===== src/rtl/svc_rv_stage_if_mem.sv =====
// Instruction fetch stage for fixed-latency instruction memories. Sideband rides a
// matched-latency pipe; a credit-gated response FIFO absorbs returns during stalls.
module svc_rv_stage_if_mem #(
  parameter int XLEN        = 32,
  parameter int MEM_LATENCY = 1,
  parameter int FIFO_DEPTH  = MEM_LATENCY + 1
) (
  input  logic            clk,
  input  logic            rst_n,
  input  logic [XLEN-1:0] pc,
  output logic            fetch_fire,
  input  logic            if_id_stall,
  input  logic            if_id_flush,
  input  logic            btb_hit_if,
  input  logic            btb_pred_taken_if,
  input  logic [XLEN-1:0] btb_target_if,
  input  logic            ras_valid_if,
  input  logic [XLEN-1:0] ras_target_if,
  output logic            imem_ren,
  output logic [31:0]     imem_raddr,
  input  logic [31:0]     imem_rdata,
  output logic [31:0]     instr_id,
  output logic            valid_id,
  output logic [XLEN-1:0] pc_id,
  output logic [XLEN-1:0] pc_plus4_id,
  output logic            btb_hit_id,
  output logic            btb_pred_taken_id,
  output logic [XLEN-1:0] btb_target_id,
  output logic            ras_valid_id,
  output logic [XLEN-1:0] ras_target_id
);

  localparam logic [31:0] I_NOP = 32'h0000_0013;
  localparam int PTR_W = (FIFO_DEPTH > 1) ? $clog2(FIFO_DEPTH) : 1;
  localparam int CNT_W = $clog2(FIFO_DEPTH + 1);
  localparam int INF_W = $clog2(MEM_LATENCY + 1);
  localparam int SUM_W = CNT_W + 1;

  if (MEM_LATENCY < 1 || MEM_LATENCY > 4) begin : g_bad_latency
    $error("svc_rv_stage_if_mem: MEM_LATENCY must be 1..4");
  end
  if (FIFO_DEPTH < MEM_LATENCY + 1) begin : g_bad_depth
    $error("svc_rv_stage_if_mem: FIFO_DEPTH must be >= MEM_LATENCY+1");
  end

  typedef struct packed {
    logic [XLEN-1:0] pc;
    logic [XLEN-1:0] pc4;
    logic            btb_hit;
    logic            btb_taken;
    logic [XLEN-1:0] btb_target;
    logic            ras_valid;
    logic [XLEN-1:0] ras_target;
  } sb_t;

  logic [MEM_LATENCY-1:0] vld_p;
  sb_t                    sb_p [MEM_LATENCY];
  sb_t                    sb_in;
  sb_t                    fifo_sb [FIFO_DEPTH];
  logic [31:0]            fifo_instr [FIFO_DEPTH];
  sb_t                    head;
  logic [PTR_W-1:0]       wr_ptr, rd_ptr;
  logic [CNT_W-1:0]       count;
  logic [INF_W-1:0]       inflight;
  logic [SUM_W-1:0]       occ;
  logic                   head_vld, push, pop;

  function automatic logic [PTR_W-1:0] ptr_inc(input logic [PTR_W-1:0] p);
    return (p == PTR_W'(FIFO_DEPTH - 1)) ? '0 : p + 1'b1;
  endfunction

  always_comb begin
    inflight = '0;
    for (int i = 0; i < MEM_LATENCY; i++) inflight = inflight + INF_W'(vld_p[i]);
  end

  // Credit: everything in flight or buffered, less what leaves this cycle, must fit.
  assign head_vld   = rst_n & (count != '0);
  assign pop        = head_vld & ~if_id_stall & ~if_id_flush;
  assign occ        = SUM_W'(inflight) + SUM_W'(count) - SUM_W'(pop);
  assign fetch_fire = rst_n & ~if_id_flush & (occ < SUM_W'(FIFO_DEPTH));
  assign push       = rst_n & ~if_id_flush & vld_p[MEM_LATENCY-1];
  assign imem_ren   = fetch_fire;

  if (XLEN >= 32) begin : g_raddr_trunc
    assign imem_raddr = pc[31:0];
  end else begin : g_raddr_ext
    assign imem_raddr = {{(32 - XLEN){1'b0}}, pc};
  end

  always_comb begin
    sb_in            = '0;
    sb_in.pc         = pc;
    sb_in.pc4        = pc + XLEN'(4);
    sb_in.btb_hit    = btb_hit_if;
    sb_in.btb_taken  = btb_pred_taken_if;
    sb_in.btb_target = btb_target_if;
    sb_in.ras_valid  = ras_valid_if;
    sb_in.ras_target = ras_target_if;
  end

  // Issue -> sideband pipe stages p0..p(LAT-1), aligned with the memory read latency
  always_ff @(posedge clk) begin
    if (!rst_n || if_id_flush) begin
      vld_p <= '0;
    end else begin
      vld_p[0] <= fetch_fire;
      for (int i = 1; i < MEM_LATENCY; i++) vld_p[i] <= vld_p[i-1];
    end
  end

  always_ff @(posedge clk) begin
    sb_p[0] <= sb_in;
    for (int i = 1; i < MEM_LATENCY; i++) sb_p[i] <= sb_p[i-1];
  end

  // Return -> response FIFO
  always_ff @(posedge clk) begin
    if (push) begin
      fifo_instr[wr_ptr] <= imem_rdata;
      fifo_sb[wr_ptr]    <= sb_p[MEM_LATENCY-1];
    end
  end

  always_ff @(posedge clk) begin
    if (!rst_n || if_id_flush) begin
      wr_ptr <= '0;
      rd_ptr <= '0;
      count  <= '0;
    end else begin
      if (push) wr_ptr <= ptr_inc(wr_ptr);
      if (pop)  rd_ptr <= ptr_inc(rd_ptr);
      count <= count + CNT_W'(push) - CNT_W'(pop);
    end
  end

  a_no_overflow: assert property (@(posedge clk) disable iff (!rst_n)
    !(push && !pop && count == CNT_W'(FIFO_DEPTH)));

  // FIFO head -> ID outputs; empty or reset presents a NOP with zeroed sideband
  assign head              = fifo_sb[rd_ptr];
  assign valid_id          = head_vld;
  assign instr_id          = head_vld ? fifo_instr[rd_ptr] : I_NOP;
  assign pc_id             = head_vld ? head.pc : '0;
  assign pc_plus4_id       = head_vld ? head.pc4 : '0;
  assign btb_hit_id        = head_vld & head.btb_hit;
  assign btb_pred_taken_id = head_vld & head.btb_taken;
  assign btb_target_id     = head_vld ? head.btb_target : '0;
  assign ras_valid_id      = head_vld & head.ras_valid;
  assign ras_target_id     = head_vld ? head.ras_target : '0;

endmodule


===== config.mk =====
export PLATFORM = sky130hd
export DESIGN_NAME = svc_rv_stage_if_mem
export DESIGN_NICKNAME = d
export VERILOG_FILES = /design/src/rtl/svc_rv_stage_if_mem.sv
export SDC_FILE = /design/constraint.sdc
export NUM_CORES = 1
export LEC_CHECK = 0
export ABC_CLOCK_PERIOD_IN_PS = 10100
export BUFFER_PORTS_ARGS = -buffer_cell sky130_fd_sc_hd__buf_2
export CORE_UTILIZATION = 54
export DETAILED_ROUTE_END_ITERATION = 7
export GPL_TIMING_DRIVEN = 0
export PLACE_DENSITY = 0.79
export SYNTH_ARGS = -nofsm -noshare
export SYNTH_HDL_FRONTEND = slang
export SYNTH_SLANG_ARGS = --single-unit

===== constraint.sdc =====
create_clock -name clk -period 10.1 [get_ports clk]
set_input_delay 1.01 -clock clk [delete_from_list [all_inputs] [get_ports clk]]
set_output_delay 1.01 -clock clk [all_outputs]
set_load 0.01 [all_outputs]

==> qor.csv, run 1 <==
metric;value;unit
total_power;0.00376;W
start_kind;register;
endpoint_kind;output port;
status;finished clean;
power_density;192;nW/um2
cts-hold-fix-buffers;0;
ys_types;31;
leakage;7.48;nW
tritoncts;built;
crit_type;reg2out;
antenna_found_initial;2;
rsz0062_at_grt;false;
hpwl;21000;um
hp-class;reg2reg;
synth_seq_cells;457;
area_growth;24.2;%
drt_first_pass_iters;7;
path_cells;o21ai_1 > clkbuf_1 > clkbuf_1 > nor2_1 > buf_4 > buf_2;
ys_warn_count;0;
die_y;173;um
clk_pin_slew;0.06;ns
setup_viol_count_final;0;
max_freq;235;MHz
tightest_slew;0.913;ns
ys_seq_area_frac;0.785;
ir_drop;157;uV
clockRootBuffer;clkbuf_16;
syn_avg_cell_area;16.5;um2
synth_area;15800;um2
synthTopCellsByArea;edfxtp_1 61%, dfxtp_1 17%, mux2i_1 10%;
slew_headroom;0.391;
hold_viol;0;
via_count;8762;
most-common-layout-cells;349 x buf_2, 322 x edfxtp_1, 168 x nor2_1;
insertion_delay;0.53;ns
viasPerCell;4.95;
post-route-period-util;0.421;
grt_overflow;0;
final_max_slew_viol_count;0;
rrSetupSlack;7.64;ns
synth_top_area_frac;0.613;
worst-path-max-fanout;10;
arrival;3.24;ns
cts_setup_buffers;0;
crit_path_top_delay_cell;clkbuf_1;
cts_resized;0;
gp_congestion;0.789;
ios;333;
layout_commonest_cell;buf_2;
pre_cts_ws;5.80;ns
post-route-min-period;4.25;ns
grt_pass1_vias;8770;
synth_nets;1096;
cts_buffers;45;
skew;0.0125;ns
drt_iter0_markers;527;
routed_wirelength;30300;um
crit_required;9.09;ns
ctsLongestPathBuffers;3;
grt_first_pass_wirelength;46200;um
drv_cap;0;
grtUsageTotal;0.200;
initial_utilization;0.549;
finalNetCount;1483;
ctsHtreeMaxLevel;2;
post_drt_wl_per_cell;17.1;um
drc;0;
syn_inst;958;
cp_slowest_stage_delay;0.75;ns
path_common_cell;clkbuf_1;
core_area;28700;um2
drt.antenna.violating_nets;0;
clock-sinks;457;
port_buffers;332;
yosys.area.top_type;edfxtp_1;
drive_gt1_frac;0.339;
grt_max_degree;65;
worst_slack;5.85;ns
std_cell_rows;62;
nFillCells;1965;
dieWidth;173;um
dieArea;29900;um2
## power by group
part | leakage [nW] | internal (W) | switching (W) | total (W)
Sequential | 4.05 | 0.00205 | 0.0000168 | 0.00207
Clock | 0.710 | 0.000939 | 0.000651 | 0.00159
Combinational | 2.73 | 0.0000485 | 0.0000539 | 0.000102
## flip-flops by register name, indices dropped and copies added, names as in the netlist, named ones only
name / flops
fifo_sb: 258
sb_p: 129
fifo_instr: 64
count: 2
rd_ptr: 1
vld_p: 1
wr_ptr: 1
## layout make-up
type                    count  area (um2)  area share
multi-input cells         426        2970       0.152
clock inverters            22         179     0.00914
flip-flops and latches    457       12400       0.632
diodes                      3        7.51    0.000384
repair buffers            340        1860      0.0950
inverters                   4        15.0    0.000767
plain buffers              71         419      0.0214
well taps                 384         480      0.0245
clock buffers              62        1270      0.0651
## critical path, delay by kind of cell (launching register included)
family | cells | cell delay (ns)
DFF | 1 | 0.38
buffers and inverters | 4 | 1.55
and+or+nand+nor | 1 | 0.21
AOI/OAI and AO/OA | 1 | 0.59
## logic make-up after synthesis
kind of cell,share of synthesized area
flops,0.785
xor+xnor,0.0183
buf+inv,0.0275
mux,0.102
compound gates,0.00191
fa+ha+maj,0.00286
simple gates,0.0622
## layer usage
metal  global-route usage  vias to the layer above  part of all wire
li1                     -                     4206                 -
met1                0.247                     4196              0.40
met2                0.345                      301              0.51
met4               0.0778                        0             0.029
met3               0.0418                       59             0.062
met5                    0                        -                 0
## Yosys cell counts
cell type and number:
o21bai_1 1, mux2i_1 161, and2_1 2, nand2b_1 1, o21ai_0 2, xnor2_1 24
or4b_2 1, nor3b_2 1, nor2_1 169, o21a_1 1, buf_1 1, nor3_1 2
clkbuf_1 18, o21ai_1 1, nor4_2 1, nor4b_1 1, and3_1 7, xor2_1 9
nand4_1 7, nand3_1 14, nand2_1 13, fa_1 1, nor2b_1 1, nor4_4 2
inv_1 4, buf_2 17, and4_1 2, buf_4 35, edfxtp_1 322, dfxtp_1 135
ha_1 2
## metrics by stage
step,cell area (um2),util,hold slack [ns],TNS [ns],instances
6_report,19600,0.682,0.421,0,1769
4_1_cts,19600,0.682,0.424,0,1766
5_1_grt,19600,0.682,0.428,0,1768
2_1_floorplan,15800,-,0.404,0,958
3_5_place_dp,18100,0.631,0.411,0,1682
3_3_place_gp,17900,0.624,0.404,-400.58,1674
## final timing paths
path / from / end / depth (start not counted)
min reg2reg: sb_p[0][0] / fifo_sb[1][0] / 0
max reg2reg: vld_p / fifo_sb[0][40] / 7
min: sb_p[0][0] / fifo_sb[1][0] / 0
max: count[1] / pc_plus4_id[0] / 6
Note: power is estimated with default switching activity, not from simulation.
==> run 2: changes to the inputs <==
- ABC_CLOCK_PERIOD_IN_PS: 10100 -> 3500
- CORE_UTILIZATION: 54 -> 49
- PLACE_DENSITY: 0.79 -> 0.76
- clock period: 10.1 -> 3.5 ns (I/O delays scaled with it)
==> run 2 against run 1 <==
  * Wire length up 9.6%
  * Critical path depth unchanged
  * Sequential power rose to 2.9 times the previous value
  * Utilization down 2.6 points
  * Via count up 6.3%
  * Sequential share of layout area down 3.6 points
  * Count of clock-buffer cells in the layout down 1
  * Register-to-register slack worse by 6.4 ns
  * Design area up 6.1%
  * Sequential cell count unchanged
  * Critical path type unchanged
  * Critical endpoint is now pc_plus4_id[1]
  * Largest power group unchanged
  * Highest routed layer unchanged
==> qor.csv, run 2 (synthesis results as in run 1) <==
metric;value;unit
drive_gt1_frac;0.314;
ir_drop;454;uV
clockRootBuffer;clkbuf_16;
layout_commonest_cell;buf_2;
final_max_slew_viol_count;0;
status;finished clean;
fin_area;20800;um2
hp-class;in2reg;
hold_viol;0;
ios;333;
clock-sinks;457;
post-route-period-util;0.897;
tns;0;ns
post_dp_cell_area;18100;um2
start_kind;register;
register_area;12400;um2
finalNetCount;1601;
cp_slowest_stage_delay;0.48;ns
slew_headroom;0.440;
drv_cap;0;
rsz0062_at_grt;false;
path_cells;o21ai_2 > clkbuf_2 > clkbuf_1 > nor2_1 > buf_4 > buf_2;
worst-path-stages;6;
endpoint_kind;output port;
dieArea;32900;um2
worst-path-max-fanout;10;
area_growth;31.7;%
worst-path-buf-inv;4;
initial_utilization;0.498;
gp_congestion;0.759;
diodes;0;
cts_setup_buffers;0;
insertion_delay;0.53;ns
drt_iter0_markers;514;
crit_path_top_delay_cell;clkbuf_1;
multi_input_area;2970;um2
core_area;31600;um2
hold_path_depth;1;
top_regs;fifo_sb: 258 flops, sb_p: 129 flops, fifo_instr: 64 flops;
tightest_slew;0.833;ns
post-route-min-period;3.14;ns
dieWidth;181;um
clk_pin_slew;0.06;ns
nFillCells;2180;
hpwl;20700;um
post_drt_wl_per_cell;17.5;um
setup_viol_count_final;0;
std_cell_rows;65;
power_density;534;nW/um2
whs;0.0289;ns
largest-register;fifo_sb;
grt_overflow;0;
crit_family;buffers and inverters;
skew;0.0164;ns
crit_required;3.15;ns
grt_max_degree;64;
grt_first_pass_wirelength;50800;um
drt.antenna.violating_nets;0;
routed_wirelength;33200;um
total_power;0.0111;W
grtUsageTotal;0.201;
antenna_found_initial;0;
drt_first_pass_iters;4;
crit_type;reg2out;
tritoncts;built;
max_freq;319;MHz
largest_register_ff_count;258;
via_count;9311;
most-common-layout-cells;349 x buf_2, 322 x edfxtp_1, 168 x nor2_1;
drc;0;
port_buffers;332;
die_y;181;um
cts_buffers;46;
viasPerCell;4.90;
arrival;2.79;ns
leakage;7.97;nW
ctsHtreeMaxLevel;2;
rr_worst_depth;5;
ctsLongestPathBuffers;3;
grt_pass1_vias;9530;
-- run 2: layout make-up --
| cell class | instances | area share |
|---|---|---|
| sequential | 457 | 0.596 |
| timing repair buffer | 457 | 0.144 |
| multi-input combinational | 426 | 0.143 |
| clock buffer | 61 | 0.0621 |
| tap | 402 | 0.0242 |
| buffer | 71 | 0.0202 |
| clock inverter | 24 | 0.00934 |
| inverter | 4 | 0.000723 |
-- run 2: through the flow --
step                setup slack (ns)  utilization  cells
detailed placement             0.265        0.572   1699
floorplan                     0.0298            -    958
global placement               -1.54        0.567   1692
finish                         0.361        0.656   1902
global route                   0.103        0.656   1902
CTS                            0.191        0.656   1901
-- run 2: repair_timing --
action                                  4_1_cts  5_1_grt
resized for setup                             2        0
hold buffers                                117        1
hold endpoints to repair                    145        1
endpoints found under the setup margin       30        0
-- run 2: routing by layer --
metal  track usage  vias to the layer above  wire, um
met5             0                        -         0
met4        0.0769                        0      1150
met3        0.0397                       77      1780
met2         0.349                      323     16800
met1         0.247                     4473     13500
li1              -                     4438         -
-- run 2: path summary, 6_finish.rpt --
kind / endpoint / slack [ns] / startpoint
setup / recovery: pc_plus4_id[1] / 0.36 / count[1]
hold / removal: fifo_instr[1][1] / 0.03 / imem_rdata[1]
setup reg to reg: fifo_sb[0][87] / 1.27 / vld_p
hold reg to reg: fifo_sb[1][99] / 0.43 / sb_p[0][99]
-- run 2: report_power, final --
group          switching, W  internal [W]
Combinational      0.000183      0.000224
Clock               0.00196       0.00276
Sequential        0.0000490       0.00591
Total               0.00219       0.00889
==> run 3: changes to the inputs <==
- ABC_CLOCK_PERIOD_IN_PS: 3500 -> 3150
- CORE_UTILIZATION: 49 -> 54
- PLACE_DENSITY: 0.76 -> 0.79
- clock period: 3.5 -> 3.15 ns (I/O delays scaled with it)
==> run 3 against run 2 <==
  * Register-to-register slack worse by 0.38 ns
  * Wire length up 5.1%
  * Sequential share of layout area decreased by 0.76 points
  * Non-clock buffer count up 14
  * Sequential power is 11% higher
  * Clock power grew 19%
  * Critical path depth grew 1
  * Total power grew 15%
  * Die area fell by 9.2%
  * Critical endpoint is now imem_ren
  * First-iteration DRC count down 0.19%
==> qor.csv, run 3 (synthesis results as in run 1) <==
metric;value;unit
status;finished clean;
final_max_slew_viol_count;0;
arrival;2.67;ns
slew_headroom;0.363;
start_kind;register;
hp-class;in2reg;
dieWidth;173;um
cts_setup_buffers;0;
drive_gt1_frac;0.314;
insertion_delay;0.54;ns
place_inst;1682;
skew;0.0179;ns
final_core_util;0.733;
largest-register;fifo_sb;
drc;0;
largest_register_ff_count;258;
via_count;9549;
antenna_found_initial;1;
clock-sinks;457;
post_drt_wl_per_cell;18.4;um
crit_type;reg2out;
crit_required;2.83;ns
drv_cap;0;
area_growth;33.4;%
hold_viol;0;
layout_commonest_cell;buf_2;
grt_overflow;0;
drt_iter0_markers;513;
endpoint_kind;output port;
ir_drop;564;uV
tns;0;ns
register_area;12400;um2
clk_pin_slew;0.06;ns
power_density;605;nW/um2
total_power;0.0127;W
gp_congestion;0.791;
dieArea;29900;um2
drt_first_pass_iters;5;
top_regs;fifo_sb: 258 flops, sb_p: 129 flops, fifo_instr: 64 flops;
ctsLongestPathBuffers;3;
tightest_slew;0.954;ns
rsz0062_at_grt;false;
drt.antenna.violating_nets;0;
initial_utilization;0.549;
die_y;173;um
rrSetupSlack;0.89;ns
post-route-min-period;2.99;ns
finalNetCount;1614;
routed_wirelength;34900;um
cts_buffers;45;
hpwl;21300;um
clockRootBuffer;clkbuf_16;
nFillCells;1693;
most-common-layout-cells;349 x buf_2, 322 x edfxtp_1, 168 x nor2_1;
leakage;8.11;nW
max_freq;335;MHz
viasPerCell;5.03;
instances_no_fill;1898;
std_cell_rows;62;
grt_pass1_vias;10100;
post-route-period-util;0.948;
worst-path-max-fanout;7;
port_buffers;332;
grt_max_degree;53;
grtUsageTotal;0.232;
whs;0.136;ns
tritoncts;built;
core_area;28700;um2
grt_first_pass_wirelength;53500;um
setup_viol_count_final;0;
multi_input_area;2980;um2
ctsHtreeMaxLevel;2;
ios;333;
[run 3: cell types whose count changed in the layout (fill, tap and decap cells not counted), moves of 2 or more]
cell / change
dlygate4sd3_1: +13
clkinvlp_4: -5
bufinv_16: +4
clkbuf_2: +2
clkinv_2: -2
clkinv_8: +2
[run 3: through the flow]
stage / cell area [um2] / setup WS [ns]
detailed placement: 18100 / 0.00897
floorplan: 15800 / -0.183
global route: 21000 / 0.00536
global placement: 17900 / -1.66
CTS: 21000 / 0.148
finish: 21000 / 0.162
[run 3: worst paths after layout]
check                from         endpoint  depth (start not counted)
max reg2reg         vld_p   fifo_sb[1][39]                          5
min reg2reg  sb_p[0][112]  fifo_sb[1][112]                          0
min           if_id_flush         count[0]                          3
max              count[1]         imem_ren                          7
[run 3: timing repair]
item,4_1_cts,5_1_grt
hold buffers,131,0
resized for setup,3,0
endpoints found under the hold margin,164,0
endpoints found under the setup margin,102,0
[run 3: area by class of cell]
class,instances,area share
sequential,457,0.588
multi-input combinational,426,0.142
timing repair buffer,471,0.150
clock buffer,63,0.0627
clock inverter,21,0.0135
antenna,1,0.000119
buffer,71,0.0201
tap,384,0.0228
inverter,4,0.000714
[run 3: report_power, final]
| part | internal, W | total (W) | switching (W) |
|---|---|---|---|
| logic | 0.000261 | 0.000473 | 0.000212 |
| registers | 0.00657 | 0.00663 | 0.0000583 |
| clock network | 0.00344 | 0.00563 | 0.00219 |
| total | 0.0103 | 0.0127 | 0.00246 |
[run 3: worst max-delay path: stages (launching register included)]
cell and delay, ns:
dfxtp_1 0.48, nor4b_1 0.46, o21ai_0 0.21, fa_1 0.41, xnor2_1 0.14, and3_1 0.20, buf_4 0.12, buf_2 0.13
[run 3: per-layer routing]
metal / GRT usage / up-vias / wire (um)
li1: - / 4456 / -
met1: 0.265 / 4631 / 13400
met2: 0.418 / 367 / 18000
met3: 0.0464 / 95 / 2020
met4: 0.108 / 0 / 1500
met5: 0 / - / 0
